--- config.mk ---
export PLATFORM = sky130hd
export DESIGN_NAME = rr_arbiter4
export DESIGN_NICKNAME = d
export VERILOG_FILES = /design/src/rtl/rr_arbiter4.sv
export SDC_FILE = /design/constraint.sdc
export NUM_CORES = 1
export LEC_CHECK = 0
export BUFFER_PORTS_ARGS = -buffer_cell sky130_fd_sc_hd__buf_2
export CAP_MARGIN = 10
export CORE_AREA = 3 3 40 42
export CTS_CLUSTER_SIZE = 14
export DETAILED_ROUTE_END_ITERATION = 12
export DIE_AREA = 0 0 43 45
export GPL_TIMING_DRIVEN = 0
export PLACE_DENSITY_LB_ADDON = 0.12
export SETUP_SLACK_MARGIN = 0.2
export SKIP_LAST_GASP = 1
export SYNTH_ARGS = -nofsm -noshare
export SYNTH_HDL_FRONTEND = slang
export SYNTH_SLANG_ARGS = --single-unit
--- constraint.sdc ---
create_clock -name clk -period 1.5 [get_ports clk]
set_clock_uncertainty 0.1 [all_clocks]
set_input_delay 0.15 -clock clk [delete_from_list [all_inputs] [get_ports clk]]
set_output_delay 0.15 -clock clk [all_outputs]
set_load 0.02 [all_outputs]
--- src/rtl/rr_arbiter4.sv ---
// rtl/rr_arbiter4.sv - 4-way round-robin arbiter with registered one-hot grant
// Optional grant-hold timeout is compiled in when RR_ARB_TIMEOUT_EN is defined.
module rr_arbiter4 #(
   parameter int         TIMEOUT  = 15,
   parameter logic [1:0] PTR_INIT = 2'd3
) (
   input  logic       clk,
   input  logic       rst_n,
   input  logic       en,
   input  logic [3:0] req,
   input  logic       done,
   output logic [3:0] gnt,
   output logic [1:0] gnt_id,
   output logic       busy
`ifdef RR_ARB_TIMEOUT_EN
   ,
   output logic       timeout
`endif
);

   typedef enum logic {IDLE = 1'b0, GRANT = 1'b1} state_t;

   state_t     state, state_next;
   logic [1:0] ptr;
   logic [1:0] cand;
   logic [1:0] winner;
   logic       found;
   logic       release_hit;
   logic       expire;

   generate
      if (TIMEOUT < 1) begin : g_bad_timeout
         $error("rr_arbiter4: TIMEOUT must be at least 1");
      end
   endgenerate

   // Highest priority sits at ptr and decreases modulo 4.
   always_comb begin
      found  = 1'b0;
      winner = 2'd0;
      cand   = 2'd0;
      for (int k = 0; k < 4; k++) begin
         cand = ptr - 2'(k);
         if (!found && req[cand]) begin
            found  = 1'b1;
            winner = cand;
         end
      end
   end

   assign release_hit = done || !req[gnt_id] || !en;

`ifdef RR_ARB_TIMEOUT_EN
   localparam int         CW     = $clog2(TIMEOUT + 1);
   localparam logic [CW-1:0] TO_MAX = CW'(TIMEOUT);

   logic [CW-1:0] cnt;

   // A normal release on the same edge wins over the timeout.
   assign expire = (state == GRANT) && (cnt == TO_MAX) && !release_hit;

   always_ff @(posedge clk or negedge rst_n) begin
      if (!rst_n) begin
         cnt     <= '0;
         timeout <= 1'b0;
      end else begin
         timeout <= expire;
         if (state == IDLE && state_next == GRANT)
            cnt <= CW'(1);
         else if (state_next == IDLE)
            cnt <= '0;
         else
            cnt <= cnt + CW'(1);
      end
   end
`else
   assign expire = 1'b0;
`endif

   always_ff @(posedge clk or negedge rst_n) begin
      if (!rst_n)
         state <= IDLE;
      else
         state <= state_next;
   end

   always_comb begin
      state_next = state;
      case (state)
         IDLE:    if (en && found) state_next = GRANT;
         GRANT:   if (release_hit || expire) state_next = IDLE;
         default: state_next = IDLE;
      endcase
   end

   always_ff @(posedge clk or negedge rst_n) begin
      if (!rst_n) begin
         gnt    <= 4'b0000;
         gnt_id <= 2'd0;
         ptr    <= PTR_INIT;
      end else if (state == IDLE && state_next == GRANT) begin
         gnt    <= 4'b0001 << winner;
         gnt_id <= winner;
         ptr    <= winner - 2'd1;
      end else if (state == GRANT && state_next == IDLE) begin
         gnt    <= 4'b0000;
         gnt_id <= 2'd0;
      end
   end

   always_comb begin
      busy = (state == GRANT);
   end

endmodule

-- Yosys cells after proc, flatten, opt, wreduce, memory -nomap -nowiden
Index checks and enable logic that the tools add are counted.
- register bits after elaboration: 9
- bits in latches: 0
- bits in writable memories: 0
- memory bits (read-only): 0
- output and inout bits: 7
- memories kept: 0
- add/subtract/negate cells: 4
- $mul: 0
- divide/modulo/power cells: 0
- magnitude comparators: 5
- equality and inequality tests: 0
- shift-type cells: 1
- muxes and demuxes: 25
- bitwise operators: 2
- reductions and logical operators: 14
- operators with widths (cell ; count):
    $lt 2x3->1 const B ; 5
    $mux 2 ; 6
    $mux 1 ; 11
    $bmux 1 s2 ; 5
    $mux 4 ; 2
    $logic_and 1x1->1 ; 6
    $logic_not 1->1 ; 5
    $shl 1x2->4 const A ; 1
    $sub 2x1->2 const B ; 2
    $sub 2x2->2 const B ; 2
    $logic_or 1x1->1 ; 2
    $not 1->1 ; 2
    $pmux 1 s2 ; 1
    $reduce_bool 2->1 ; 1

-- Longest topological paths before layout
Gate-level depths: netlist of run 1.
- word-level depth: 19
- gate-level depth with buffers: 5

-- Worst setup path after synthesis of run 1
Ideal clock, no wire load.
- path kind: flip-flop to flip-flop
- from: register gnt_id[0]
- to: register gnt[3]
- data arrival time: 1.549 ns
- required time: 1.281 ns
- slack: -0.268 ns
- stages on the path, launching flop included: 6
- buffers on the path: 0
- clock period less this slack: 1.768 ns
- cells stage by stage: dfrtp_1 > mux4_2 > nor2b_4 > a21boi_4 > nor2_2 > a21bo_1
- longest elaborated chain between the ends: 10
- elaborated cells on any way between the ends: 12
- RTL lines (item ; line ; text):
    start, declared ; 13 ; output logic [1:0] gnt_id,
    start signal, assigned ; 103 ; gnt_id <= winner;
    $bmux 1 s2 (*) ; 51 ; assign release_hit = done || !req[gnt_id] || !en;
    $mux 1 (implied by the code) (*) ; 51 ;
    $logic_not 1->1 (*) ; 51 ;
    $logic_or 1x1->1 (*) (2 in series) ; 51 ;
    $mux 1 (*) ; 91 ; GRANT: if (release_hit || expire) state_next = IDLE;
    $pmux 1 s2 (*) ; 89 ; case (state)
    $not 1->1 ; 105 ; end else if (state == GRANT && state_next == IDLE) begin
    $logic_and 1x1->1 ; 105 ;
    $reduce_bool 2->1 (no line) ; n/a ;
    end signal, assigned ; 102 ; gnt <= 4'b0001 << winner;
    end, declared ; 12 ; output logic [3:0] gnt,
Every way passes the cells marked *; elsewhere a longest branch is shown, timed or not. The select of a mux whose other input is x is not followed.
A chain may end at the register's enable or synchronous reset.

-- Worst setup path after layout of run 1
- from: register gnt_id[0]
- to: register gnt[2]
The elaborated chain is that of the path after synthesis.

==> results.sh, run 1 <==
export IMPL_min_period_ns=1.64
export IMPL_synth_area_leaders="dfrtp_1 (36%), dfstp_2 (11%), a21oi_1 (5.1%)"
export IMPL_slew_headroom_pct=60.8
export IMPL_yosysTopAreaCell="dfrtp_1"
export IMPL_final_area_um2=696
export IMPL_crit_path_start_kind="flip-flop"
export IMPL_combPwrFrac_pct=44.5
export IMPL_drtIter0Drc=2
export IMPL_ant_nets=0
export IMPL_globalplace_congestion=0.691
export IMPL_die_x_um=43
export IMPL_vias_per_cell=5.10
export IMPL_path_clk_slew_ns=0.06
export IMPL_cts_buffers=3
export IMPL_power_leakage_nw=0.330
export IMPL_swShare_pct=36.9
export IMPL_fin_nets=76
export IMPL_total_switching_power_w=0.000381
export IMPL_clkLatencyLatePin_ns=0.25
export IMPL_ys_types=24
export IMPL_final_common_cell="buf_2"
export IMPL_clk_path_buf_depth=2
export IMPL_max_clock_freq_mhz=609
export IMPL_start_util_pct=37.9
export IMPL_vias=418
export IMPL_power_w=0.00103
export IMPL_powerDensity_nw_per_um2=1490
export IMPL_dpl_cell_area_um2=609
export IMPL_fp_dieH_um=45
export IMPL_num_rows=13
export IMPL_grt_pass1_vias=453
export IMPL_io_pins=15
export IMPL_synth_seq_cells=9
export IMPL_p_clk_share_pct=17.2
export IMPL_hpwl_um=759
export IMPL_core_area_um2=1280
export IMPL_max_slew_worst_pin_slew_ns=0.582
export IMPL_ys_seq_area_share_pct=46.8
export IMPL_outcome="complete, but fails checks"
export IMPL_cts_tree="built"
export IMPL_hp_class="in -> reg"
export IMPL_seq_power_share_pct=38.3
export IMPL_wl_per_cell_um=12.9
export IMPL_synth_area_um2=487
export IMPL_use_met3_pct=3.59
export IMPL_syn_nets=53
export IMPL_clock_sinks=9
export IMPL_yosys_warnings=0
export IMPL_portBuffers=14
export IMPL_drive_gt1_share_pct=52.2
export IMPL_antenna_found_initial=0
export IMPL_drc=0
export IMPL_syn_inst=45
export IMPL_met1_usage_pct=19.0
export IMPL_grt_use_met2_pct=20.4
export IMPL_die_area_um2=1940
export IMPL_slew_violations=0
export IMPL_finalCritPeriodShare_pct=109
export IMPL_crit_required_ns=1.54
export IMPL_final_cell_mix="buf_2 (14), dfrtp_1 (6), nor2_1 (5)"
export IMPL_violations="negative setup slack"
export IMPL_first_pass_iters=4
export IMPL_track_usage_pct=13.9
export IMPL_cp_data_arrival_time_ns=1.68
export IMPL_grt_overflow_total=0
export IMPL_grt_pass1_wl_um=2040
export IMPL_critPathMaxFanout=4
export IMPL_yosysTopAreaCellShare_pct=36.0
export IMPL_finalSetupViolations=7
export IMPL_grt_max_degree=10
export IMPL_diodes=0
export IMPL_p_int_w=0.000652
export IMPL_setup_ws_ns=-0.141
export IMPL_htree_levels=1
export IMPL_syn_to_final_growth_pct=42.9
export IMPL_maxCapViolations=0
export IMPL_root_buffer="clkbuf_4"
export IMPL_busiest_layer="met2"
export IMPL_drt_total_wl_um=1060
export IMPL_rsz0062_at_grt="true"
export IMPL_hold_viol=0
export IMPL_synth_avg_cell_area_um2=10.8
export IMPL_vdd_drop_max_uv=754
export IMPL_crit_path_end_kind="flip-flop"
export IMPL_critPathKind="reg -> reg"
[critical path: stages (launching register included)]
cell and delay [ns]:
dfrtp_2 0.37, mux4_2 0.49, nor2b_4 0.15, a21boi_4 0.14, nor2_2 0.08, a22o_1 0.20
[layer usage]
layer	share of wire [%]	vias up
met1	48	195
met5	0	-
li1	-	212
met2	47	11
met4	0	0
met3	4.7	0
[cell type report]
cell class,count,area (µm²)
clock buffer,4,26.3
fill,126,589
inverter,2,7.51
multi-input combinational,34,308
sequential,9,229
tap,15,18.8
timing repair buffer,18,106
[stage by stage]
stage | hold WS (ns) | TNS (ns) | std cells | util (%) | worst slack (ns)
final | 0.0990 | -0.696 | 82 | 54.1 | -0.141
after global routing | 0.0902 | -1.30 | 82 | 54.1 | -0.208
after CTS | 0.0894 | -0.775 | 82 | 54.1 | -0.151
after detailed placement | -0.0896 | -0.677 | 74 | 47.4 | -0.165
after global placement | -0.0894 | -0.748 | 74 | 47.4 | -0.180
after floorplan | -0.246 | -0.604 | 45 | - | -0.174
[cells in the mapped netlist]
cell	number
o221ai_1	2
o21ai_0	1
a22o_1	1
inv_1	2
a21oi_1	5
a21boi_4	1
nand3_1	1
nor3b_2	1
mux2i_1	1
nand2b_1	1
nor2b_1	2
nor4_1	1
nor3_1	1
nor2_1	5
a21bo_1	1
dfrtp_1	7
mux4_2	1
dfstp_2	2
nand2_1	3
mux2_2	1
o2bb2ai_1	2
nor2_2	1
nand3b_1	1
nor2b_4	1
[state kept, by name, indices dropped and copies added, names as in the netlist]
name / cells
busy: 1
gnt: 4
gnt_id: 2
ptr: 2
[logic make-up after synthesis]
family | after synthesis | share of synthesized area, %
flip-flops | 9 | 46.8
AO/OA/AOI/OAI | 13 | 21.1
AND/OR/NAND/NOR | 18 | 21.6
multiplexers | 3 | 9.00
buffers and inverters | 2 | 1.54
[final timing paths]
check	to	depth (start not counted)	startpoint	slack [ns]
max in group asynchronous	ptr[0]	2	rst_n	0.87
worst min-delay path	busy	2	en	0.1
worst max-delay path	gnt[2]	5	gnt_id[0]	-0.14
min in group asynchronous	gnt[3]	2	rst_n	0.18
worst min register to register	gnt[0]	1	gnt[0]	0.38
worst max register to register	gnt[2]	5	gnt_id[0]	-0.14
[power groups by stage]
stage / clock (W) / sequential, W / combinational, W
final: 0.000177 / 0.000396 / 0.000460
after floorplan: 0 / 0.000450 / 0.000235
after global placement: 0 / 0.000397 / 0.000396
after CTS: 0.000186 / 0.000397 / 0.000466
after detailed placement: 0 / 0.000398 / 0.000397
after global routing: 0.000196 / 0.000408 / 0.000514
[timing repair]
item                                    CTS  global route
gates cloned                              0             0
setup buffers                             3             0
hold endpoints to repair                  9             0
endpoints found under the setup margin    9             9
hold buffers                              1             0
resized for setup                         5             0
(Power assumes the default switching activity.)
==> run 2: changes to the inputs <==
- ABC_AREA: unset -> 1
- CORE_AREA: 3 3 40 42 -> unset
- CORE_UTILIZATION: unset -> 40
- DIE_AREA: 0 0 43 45 -> unset
==> results.sh, run 2 <==
export IMPL_min_period_ns=1.80
export IMPL_crit_chain="buf_8, buf_6, nand2_2, nand2_4, nand2_2, nand2_4, nor2_4, nand3_4, nand2_8, clkbuf_16, nand3_1, nand2_1"
export IMPL_combPwrFrac_pct=75.0
export IMPL_violations="negative setup slack"
export IMPL_outcome="complete, but fails checks"
export IMPL_clk_path_buf_depth=2
export IMPL_crit_required_ns=1.55
export IMPL_drc=0
export IMPL_finalCritPeriodShare_pct=120
export IMPL_critPathMaxFanout=6
export IMPL_grt_overflow_total=0
export IMPL_yosysTopAreaCell="dfrtp_1"
export IMPL_drt_total_wl_um=1750
export IMPL_globalplace_congestion=0.795
export IMPL_synth_edff_count=0
export IMPL_powerDensity_nw_per_um2=2370
export IMPL_root_buffer="clkbuf_4"
export IMPL_syn_nets=115
export IMPL_cp_data_arrival_time_ns=1.85
export IMPL_max_clock_freq_mhz=554
export IMPL_portBuffers=14
export IMPL_min_from="done"
export IMPL_vdd_drop_max_uv=1250
export IMPL_yosys_most_used_dff="dfrtp_1"
export IMPL_diodes=0
export IMPL_path_clk_slew_ns=0.06
export IMPL_rrSetupSlack_ns=-0.30
export IMPL_hp_class="in -> reg"
export IMPL_rsz0062_at_grt="true"
export IMPL_start_util_pct=43.4
export IMPL_track_usage_pct=17.5
export IMPL_stdcell_count=157
export IMPL_core_area_um2=1750
export IMPL_fill_cells=167
export IMPL_seq_power_share_pct=17.9
export IMPL_ys_seq_area_share_pct=30.0
export IMPL_finalSetupViolations=9
export IMPL_synthMostInstantiatedCell="nand2_1"
export IMPL_synth_common_cells="nand2_1 (36), nand2_2 (13), nand3_1 (12)"
export IMPL_power_leakage_nw=0.580
export IMPL_cp_num_buf_inv=3
export IMPL_vias_per_cell=4.68
export IMPL_critPathKind="reg -> reg"
export IMPL_place_inst=146
export IMPL_grt_pass1_vias=627
export IMPL_yosysTopAreaCellShare_pct=23.1
export IMPL_fp_dieH_um=45.5
export IMPL_swShare_pct=51.5
export IMPL_max_slew_worst_pin_slew_ns=0.427
export IMPL_cp_slowest_cell="dfstp_2"
export IMPL_final_common_cell="nand2_1"
export IMPL_crit_path_end_kind="flip-flop"
export IMPL_syn_inst=107
export IMPL_slew_headroom_pct=71.4
export IMPL_final_cell_mix="nand2_1 (26), nand2_2 (17), buf_2 (14)"
export IMPL_largest_reg_flops=4
export IMPL_clock_sinks=9
export IMPL_crit_family="simple AND/OR/NAND/NOR gates"
export IMPL_hold_viol=0
export IMPL_io_pins=15
export IMPL_ff_latch_area_um2=228
export IMPL_ys_types=20
export IMPL_cts_tree="built"
export IMPL_hold_ws_ns=0.0862
export IMPL_synth_seq_cells=9
export IMPL_hpwl_um=1240
export IMPL_p_clk_share_pct=7.2
export IMPL_antenna_found_initial=0
export IMPL_syn_to_final_growth_pct=43.7
export IMPL_yosys_warnings=0
export IMPL_first_pass_iters=4
export IMPL_wl_per_cell_um=11.1
export IMPL_die_area_um2=2070
export IMPL_multi_input_area_um2=564
export IMPL_critPathMaxStageDelay_ns=0.53
export IMPL_reg_top3="gnt: 4 flops, gnt_id: 2 flops, ptr: 2 flops"
export IMPL_htree_levels=1
export IMPL_clkLatencyLatePin_ns=0.26
export IMPL_cts_buffers=3
export IMPL_synth_area_leaders="dfrtp_1 (23%), nand2_1 (18%), nand2_2 (11%)"
export IMPL_die_x_um=45.5
export IMPL_slew_violations=0
export IMPL_async_reset_ff_share_pct=100
export IMPL_total_switching_power_w=0.00133
export IMPL_power_w=0.00258
export IMPL_crit_start="ptr[0]"
export IMPL_synth_area_um2=758
export IMPL_drtIter0Drc=8
export IMPL_rr_startpoint="ptr[0]"
export IMPL_synth_avg_cell_area_um2=7.09
export IMPL_p_int_w=0.00125
export IMPL_top_register="gnt"
export IMPL_fin_nets=141
export IMPL_vias=734
export IMPL_grt_max_degree=11
export IMPL_ant_nets=0
export IMPL_maxCapViolations=0
export IMPL_drive_gt1_share_pct=55.3
export IMPL_crit_path_start_kind="flip-flop"
export IMPL_grt_pass1_wl_um=2590
export IMPL_num_rows=15
export IMPL_setup_ws_ns=-0.304
[run 2: cell count changes after synthesis, sizes merged, moves of 2 or more]
cell	change
nor2	-2
nand2	+50
a21oi	-2
o2bb2ai	-2
o21ai	+5
nand4	+2
nand3	+12
o221ai	-2
buf	+2
nor2b	-2
inv	+11
[run 2: power groups by stage]
stage	sequential (W)	combinational (W)	clock, W
6_report	0.000461	0.00193	0.000185
5_1_grt	0.000474	0.00210	0.000199
4_1_cts	0.000452	0.00151	0.000186
3_5_place_dp	0.000453	0.00147	0
3_3_place_gp	0.000447	0.00146	0
2_1_floorplan	0.000521	0.00114	0
[run 2: path summary, 6_finish.rpt]
check | cells past startpoint | endpoint
setup / recovery | 12 | gnt[2]
setup reg to reg | 12 | gnt[2]
hold / removal | 4 | busy
max in group asynchronous | 2 | ptr[0]
min in group asynchronous | 2 | gnt[0]
hold reg to reg | 2 | gnt[0]
[run 2: final cells by class]
class	instances	share of cell area (%)
buffer	2	3.21
clock buffer	4	2.41
inverter	13	5.40
multi-input combinational	83	51.8
sequential	9	20.9
tap	25	2.87
timing repair buffer	21	13.4
[run 2: layer usage]
layer / routed length [µm] / global-route usage (%)
met2: 933 / 29.1
met4: 39 / 7.27
met5: 0 / 0
met1: 757 / 22.5
met3: 20 / 2.38
[run 2: cells by family (layout without fill, tap and decap cells)]
logic type             Yosys count  after routing  share of synthesized area [%]
AO/OA/AOI/OAI                    9              9                           7.43
buffers and inverters           15             40                           11.6
flip-flops                       9              9                           30.0
AND/OR/NAND/NOR                 74             74                           51.0
[run 2: metrics by stage]
| step | cell area [µm²] | util [%] | setup TNS [ns] | worst slack (ns) |
|---|---|---|---|---|
| after floorplan | 781 | - | -1.03 | -0.138 |
| after global placement | 882 | 50.5 | -1.98 | -0.233 |
| after detailed placement | 882 | 50.5 | -2.14 | -0.267 |
| after CTS | 930 | 53.3 | -2.22 | -0.278 |
| after global routing | 1090 | 62.4 | -3.16 | -0.371 |
| final | 1090 | 62.4 | -2.48 | -0.304 |
[run 2: worst min-delay path: cells and delay by family]
family        cells  cell delay, ns
simple gates      3            0.18
buf+inv           1            0.07
[run 2: repair_timing]
item,CTS,global route
endpoints found under the hold margin,9,0
setup buffers,1,4
endpoints found under the setup margin,9,9
hold buffers,1,0
pin swaps,0,8
gates resized for setup,1,28
gates cloned,0,1
